[src/rtl/clock_divider_bank.sv]
// clock_divider_bank: NUM_CH independent integer clock dividers on the
// 19.2 kHz system clock. Each channel produces a registered divided clock
// (high for floor(N/2) of every N cycles) and a one-cycle tick on the last
// cycle of each period. Ratios are written into a shadow register and only
// take effect at a period boundary, so a running clock never sees a short
// or stretched pulse.
module clock_divider_bank #(
  parameter  int NUM_CH      = 4,
  parameter  int DIV_W       = 8,
  parameter  int DEFAULT_DIV = 2,
  localparam int SEL_W       = (NUM_CH > 1) ? $clog2(NUM_CH) : 1
) (
  input  logic              clock_00_0192,
  input  logic              reset,
  input  logic              div_wr,
  input  logic [SEL_W-1:0]  div_sel,
  input  logic [DIV_W-1:0]  div_val,
  input  logic [NUM_CH-1:0] ch_enable,
  input  logic              sync_restart,
  output logic [NUM_CH-1:0] clk_out,
  output logic [NUM_CH-1:0] tick,
  output logic [NUM_CH-1:0] pending,
  output logic              cfg_err
);

  // A write is legal only for an existing channel and a ratio of at least 2;
  // a ratio of 0 or 1 cannot give a period with both a high and a low phase.
  logic sel_ok;
  logic val_ok;
  logic wr_ok;
  logic wr_bad;

  assign sel_ok = (int'(div_sel) < NUM_CH);
  assign val_ok = (div_val >= DIV_W'(2));
  assign wr_ok  = div_wr && sel_ok && val_ok;
  assign wr_bad = div_wr && !(sel_ok && val_ok);

  // Sticky configuration error flag, cleared only by reset.
  always_ff @(posedge clock_00_0192 or posedge reset) begin
    if (reset) begin
      cfg_err <= 1'b0;
    end else if (wr_bad) begin
      cfg_err <= 1'b1;
    end
  end

  genvar gi;
  generate
    for (gi = 0; gi < NUM_CH; gi++) begin : g_ch
      logic [DIV_W-1:0] cnt_reg;
      logic [DIV_W-1:0] cnt_next;
      logic [DIV_W-1:0] active_reg;
      logic [DIV_W-1:0] active_next;
      logic [DIV_W-1:0] shadow_reg;
      logic [DIV_W-1:0] shadow_next;
      logic             pending_reg;
      logic             pending_next;
      logic             run_reg;
      logic             clk_reg;
      logic             clk_next;
      logic             tick_reg;
      logic             tick_next;
      logic             hit;
      logic             en;
      logic             boundary;
      logic             apply;

      assign en  = ch_enable[gi];
      assign hit = wr_ok && (int'(div_sel) == gi);

      // Next-state logic. A new ratio is taken whenever the channel is at a
      // point where no period is in progress: the wrap of a running period,
      // a phase-align restart, or while the channel is stopped. A write that
      // lands on such a point bypasses the shadow and is used directly.
      // Outputs are derived from the next count and ratio so that they are
      // registered on the same edge as the counter.
      always_comb begin
        boundary     = run_reg && en && (cnt_reg == active_reg - DIV_W'(1));
        apply        = !en || sync_restart || boundary;
        shadow_next  = hit ? div_val : shadow_reg;
        pending_next = pending_reg || hit;
        active_next  = active_reg;
        if (apply) begin
          pending_next = 1'b0;
          if (hit) begin
            active_next = div_val;
          end else if (pending_reg) begin
            active_next = shadow_reg;
          end
        end

        if (!en || sync_restart || !run_reg || boundary) begin
          cnt_next = '0;
        end else begin
          cnt_next = cnt_reg + DIV_W'(1);
        end

        clk_next  = en && (cnt_next < (active_next >> 1));
        tick_next = en && !sync_restart && (cnt_next == active_next - DIV_W'(1));
      end

      // Channel state and registered outputs.
      always_ff @(posedge clock_00_0192 or posedge reset) begin
        if (reset) begin
          cnt_reg     <= '0;
          active_reg  <= DIV_W'(DEFAULT_DIV);
          shadow_reg  <= DIV_W'(DEFAULT_DIV);
          pending_reg <= 1'b0;
          run_reg     <= 1'b0;
          clk_reg     <= 1'b0;
          tick_reg    <= 1'b0;
        end else begin
          cnt_reg     <= cnt_next;
          active_reg  <= active_next;
          shadow_reg  <= shadow_next;
          pending_reg <= pending_next;
          run_reg     <= en;
          clk_reg     <= clk_next;
          tick_reg    <= tick_next;
        end
      end

      assign clk_out[gi] = clk_reg;
      assign tick[gi]    = tick_reg;
      assign pending[gi] = pending_reg;
    end
  endgenerate

endmodule
[config.mk]
export PLATFORM = sky130hd
export DESIGN_NAME = clock_divider_bank
export DESIGN_NICKNAME = d
export VERILOG_FILES = /design/src/rtl/clock_divider_bank.sv
export SDC_FILE = /design/constraint.sdc
export NUM_CORES = 1
export LEC_CHECK = 0
export ABC_CLOCK_PERIOD_IN_PS = 4500
export BUFFER_PORTS_ARGS = -buffer_cell sky130_fd_sc_hd__buf_2
export CAP_MARGIN = 20
export CORE_MARGIN = 1.5
export CORE_UTILIZATION = 49
export CTS_BUF_LIST = sky130_fd_sc_hd__clkbuf_8
export DETAILED_ROUTE_END_ITERATION = 8
export GPL_TIMING_DRIVEN = 0
export MAX_ROUTING_LAYER = met4
export PLACE_DENSITY = 0.66
export RECOVER_POWER = 50
export SLEW_MARGIN = 0
export SYNTH_ARGS = -nofsm -noshare
export SYNTH_HDL_FRONTEND = slang
export SYNTH_SLANG_ARGS = --single-unit
[constraint.sdc]
create_clock -name clock_00_0192 -period 4.5 [get_ports clock_00_0192]
set_input_delay 0.45 -clock clock_00_0192 [delete_from_list [all_inputs] [get_ports clock_00_0192]]
set_output_delay 0.45 -clock clock_00_0192 [all_outputs]
set_load 0.01 [all_outputs]
# == Word-level counts from Yosys, hierarchy flattened ==
# Index checks and enable logic that the tools add are counted.
# word_totals
reg_bits,113
inputBits,18
out_inout_bits,13
word_cells,134
# op_classes
addsub,12
order_cmp,5
n_eq_ne,11
n_mux,20
n_reduce_logical,57
# ops
cell,n
$mux 8,16
$eq 8x8->1,8
$sub 8x1->8 const B,8
$add 8x1->8 const B,4
$lt 8x7->1,4
$logic_and 1x1->1,26
$logic_or 1x1->1,20
$logic_not 1->1,10
$ge 8x2->1 const B,1
$eq 2x2->1 const B,2
$mux 1,4
$eq 2x1->1 const B,1
$logic_not 2->1,1

# == Logic depth before layout (Yosys ltp) ==
# depth
ltp_word,8
depth_mapped,18
mapped_depth_nobuf,16

# == Worst setup path after synthesis ==
# No wires, ideal clock.
# synth_path
path_type,flip-flop to flip-flop
start,register g_ch[2].active_reg[1]
end,register g_ch[2].clk_reg
setup_ns,0.088
arrival_time_ns,3.861
required_ns,4.412
setup_slack_ns,0.551
stages_incl_launch_ff,19
n_path_buf,2
period_less_slack_ns,3.949
cell_sequence,dfstp_2 > buf_2 > inv_1 > ha_1 > xor2_1 > nand3_1 > a2111oi_0 > o21ai_1 > o21ai_1 > buf_4 > o21a_1 > nor2_1 > a21oi_1 > inv_1 > ha_1 > a21oi_1 > nor2b_1 > or4b_2 > a41oi_1
# synth_via
elab_chain_len,7
elab_cells_between_ends,11
classes_between,1 x add/sub; 1 x order compare; 1 x eq/ne; 4 x mux; 4 x reduce/logical
# synth_rtl
item,line_no,text
start: declaration,52,logic [DIV_W-1:0] active_reg;
start signal: assignment,106,active_reg <= DIV_W'(DEFAULT_DIV);
start signal: assignment,114,active_reg <= active_next;
$sub 8x1->8,78,boundary = run_reg && en && (cnt_reg == active_reg - DIV_W'(1));
$eq 8x8->1,78,
$logic_and 1x1->1,78,
$logic_or 1x1->1,79,apply = !en || sync_restart || boundary;
$mux 8,83,if (apply) begin
net g_ch[2].active_next[6],53,logic [DIV_W-1:0] active_next;
$lt 8x7->1,98,clk_next = en && (cnt_next < (active_next >> 1));
$logic_and 1x1->1,98,
net g_ch[2].clk_next,60,logic clk_next;
end signal: assignment,118,clk_reg <= clk_next;
end: declaration,59,logic clk_reg;
# The timed path passes the listed nets, and every way through them passes these cells.
# A chain may end at the register's enable or synchronous reset.

# == Worst setup path after layout ==
# layout_path
start,register g_ch[2].active_reg[1]
end,register g_ch[2].tick_reg
# layout_via
elab_chain_len,8
elab_cells_between_ends,12
classes_between,2 x add/sub; 2 x eq/ne; 4 x mux; 4 x reduce/logical
# layout_rtl
item,line_no,text
$sub 8x1->8,78,
$eq 8x8->1,78,
$logic_and 1x1->1,78,
$logic_or 1x1->1,79,
$mux 8,83,
$sub 8x1->8,99,tick_next = en && !sync_restart && (cnt_next == active_next - DIV_W'(1));
$eq 8x8->1 (*),99,
$logic_and 1x1->1 (*),99,
net g_ch[2].tick_next,62,logic tick_next;
end signal: assignment,119,tick_reg <= tick_next;
end: declaration,61,logic tick_reg;
# The timed path passes the listed nets; every way through them passes the cells marked *.

==> qor.yml <==
yosys:
  ys_types: 81
  ys.flop_type: "dfrtp_1"
  async_flop_share_pct: 100.0
  ys_seq_elements: 113
  synth_warnings: 0
  syn_inst: 882
  synth_nets: 936
  syn_area_um2: 7851
  synth_edf_count: 0
  syn_area_per_cell_um2: 8.902
  seq_area_frac_synth_pct: 36.14
drt:
  dr_total_vias: 6514
  ant_nets: 0
  totalWireLength_mm: 19.02
  post_drt_wl_per_cell_um: 16.44
  drc: 0
  drt_iter0_drc: 519
  firstDrtPassIters: 5
  viasPerCell: 5.630
power_and_ir_drop:
  ir_drop_v: 0.0002015
  p_total_mw: 3.336
  combPwrFrac_pct: 31.3
  p_sw_mw: 1.169
  internal-power_mw: 2.167
  p_seq_share_pct: 38.8
  swShare_pct: 35.04
  leakage_nw: 3.904
  clkPwrFrac_pct: 29.9
  power_density_nw_per_um2: 383.2
floorplanning:
  core-area_um2: 15770
  die_w_um: 129.6
  fp-row-count: 46
  die_h_um: 129.6
  die-area_um2: 16790
  start_util_pct: 49.79
  io_pins: 31
final_layout:
  areaGrowthSynthToFinish_pct: 10.87
  final_nets: 982
  antenna-diode-count: 0
  stdcell_count: 1157
  layout_common_cells: "116 x nand2_1, 105 x dfrtp_1, 58 x nor2_1"
  drive_gt1_share_pct: 13.39
  final_common_cell: "nand2_1"
clock_network:
  cts_sinks: 113
  cts_tree: "done"
  clkTransAtPathRegs_ns: 0.07
  cts.htree.levels: 4
  clockRootBuffer: "clkbuf_8"
  ctsLongestPathBuffers: 2
  clkLatencyLatePin_ns: 0.44
  post-cts-setup-buffers: 0
  numCtsBuffers: 17
placed_design:
  place_congestion: 0.9103
  dp_slack_ns: -0.08239
  port_buffers: 27
  dpl.hpwl_mm: 13.58
  dp.cells: 1126
global_routing:
  antenna_found_initial: 0
  grt_pass1_vias: 6259
  grt_first_pass_wirelength_mm: 31.02
  grt_use_total_pct: 24.36
  globalRouteOverflowTotal: 0
  grt_max_degree: 93
setup_path:
  cp.required_ns: 4.84
  cp_max_fo: 9
  cp.arrival_ns: 4.57
  endpoint_kind: "flop"
  rrSetupSlack_ns: 0.27
  cp-start-kind: "flop"
  path_class: "reg -> reg"
sta:
  rsz0062_at_grt: "no"
  totalNegativeSetupSlack_ns: 0
  setup_slack_ns: 0.2690
  final_max_slew_viol_count: 93
  finalClockSkew_ns: 0.01056
  finalCritPeriodShare_pct: 94.02
  fin_crit_ns: 4.231
  setup_viol: 0
  tightest_slew_ns: 2.372
  whs_ns: 0.1829
  relSlewSlack_pct: -58.11
  finalHoldViolCount: 0
  max_freq_mhz: 236.4
flow_run:
  cap_violations: 1
hold_path:
  min_path_type: "in -> reg"
status:
  violations: "max-capacitance violations, max-slew violations"
  status: "complete, but fails checks"
synthesized netlist by cell type, types with 4 or more instances:
library cell,number,area [µm²]
buf_2,6,30.03
a21o_1,13,97.59
nor2b_1,12,75.07
mux2i_1,4,40.04
a211oi_1,8,60.06
o211ai_1,14,105.1
nor4_1,9,56.30
xor2_1,40,350.3
o21bai_1,4,30.03
buf_4,13,97.59
o21ai_1,5,25.02
o21a_1,8,60.06
a21oi_1,20,100.1
o21ai_0,35,175.2
a22oi_1,9,67.56
clkbuf_1,24,90.09
nand4b_1,6,52.55
inv_1,47,176.4
dfrtp_1,105,2628
o211a_1,4,40.04
nand3_1,45,225.2
xnor2_1,54,473.0
and3_1,15,93.84
and2_1,7,43.79
mux2_2,12,135.1
ha_1,36,450.4
inv_2,4,15.01
a2bb2oi_1,4,35.03
o22ai_1,8,50.05
dfstp_2,8,210.2
nor3_1,17,85.08
a211o_1,5,43.79
nand2b_1,12,75.07
a31oi_1,5,31.28
nand3b_1,6,45.04
nor4b_1,5,43.79
nand2_1,116,435.4
nor2_1,58,217.7
nand4_1,10,62.56
power by group through the flow:
stage / registers [mW] / logic [mW] / clock network, mW
2_1_floorplan: 1.26 / 0.830 / 0
4_1_cts: 1.28 / 1.04 / 1.01
5_1_grt: 1.31 / 1.17 / 1.06
3_5_place_dp: 1.30 / 1.03 / 0
3_3_place_gp: 1.30 / 1.01 / 0
6_report: 1.29 / 1.04 / 0.997
critical path: stages (launching register included):
cell,delay [ns]
dfstp_2,0.65
inv_1,0.07
ha_1,0.29
o21bai_1,0.22
a211oi_1,0.27
nor2_1,0.07
a22o_1,0.24
or4b_1,0.54
buf_6,0.17
a32oi_4,0.31
ha_1,0.40
xor2_1,0.22
nand3_1,0.10
a211o_1,0.31
nor4b_2,0.26
cell families (layout without fill, tap and decap cells):
logic type               after synthesis  count (layout)  share of synthesized area [%]
adder cells (fa/ha/maj)               36              36                          5.737
buffers and inverters                 96             155                          5.402
flip-flops                           113             113                          36.14
AO/OA/AOI/OAI                        184             184                          17.75
XOR/XNOR                              95              95                          10.69
multiplexers                          16              16                          2.231
AND/OR/NAND/NOR                      342             342                          22.04
path summary, 6_finish.rpt:
check,start,end,cells past startpoint
setup reg to reg,g_ch[2].active_reg[1]$_DFF_PP1_,g_ch[2].tick_reg$_DFF_PP0_,14
hold / removal,ch_enable[0],g_ch[0].run_reg$_DFF_PP0_,1
max in group asynchronous,reset,g_ch[0].shadow_reg[5]$_DFFE_PP0P_,4
min in group asynchronous,reset,g_ch[3].tick_reg$_DFF_PP0_,3
hold reg to reg,g_ch[1].shadow_reg[1]$_DFFE_PP1P_,g_ch[1].shadow_reg[1]$_DFFE_PP1P_,2
setup / recovery,g_ch[2].active_reg[1]$_DFF_PP1_,g_ch[2].tick_reg$_DFF_PP0_,14
layout make-up:
type	instances	area (µm²)
Buffer	43	227.7
Clock buffer	23	316.6
Clock inverter	9	91.34
Fill cell	1493	7066
Inverter	51	192.7
Multi-Input combinational cell	673	4626
Sequential cell	113	2838
Tap cell	216	270.3
Timing Repair Buffer	29	142.6
timing repair:
action,in CTS,in global routing
endpoints found under the setup margin,1,3
hold buffers,1,0
pin swaps,0,1
gates resized for setup,2,6
hold endpoints to repair,19,0
stage by stage:
stage          instance area, µm²  util, %
2_1_floorplan                7851        -
3_3_place_gp                 8257    52.36
3_5_place_dp                 8289    52.56
4_1_cts                      8713    55.25
5_1_grt                      8705    55.20
6_report                     8705    55.20
metal layers:
layer  routed length, µm  vias up  global-route usage [%]
met3                 765       25                   5.037
met1                9153     3134                   32.45
met2                8796      137                   37.44
li1                    -     3218                       -
met4                 302        0                   7.386
met5                   0        -                       -
Power figures use the tool's default switching activity.
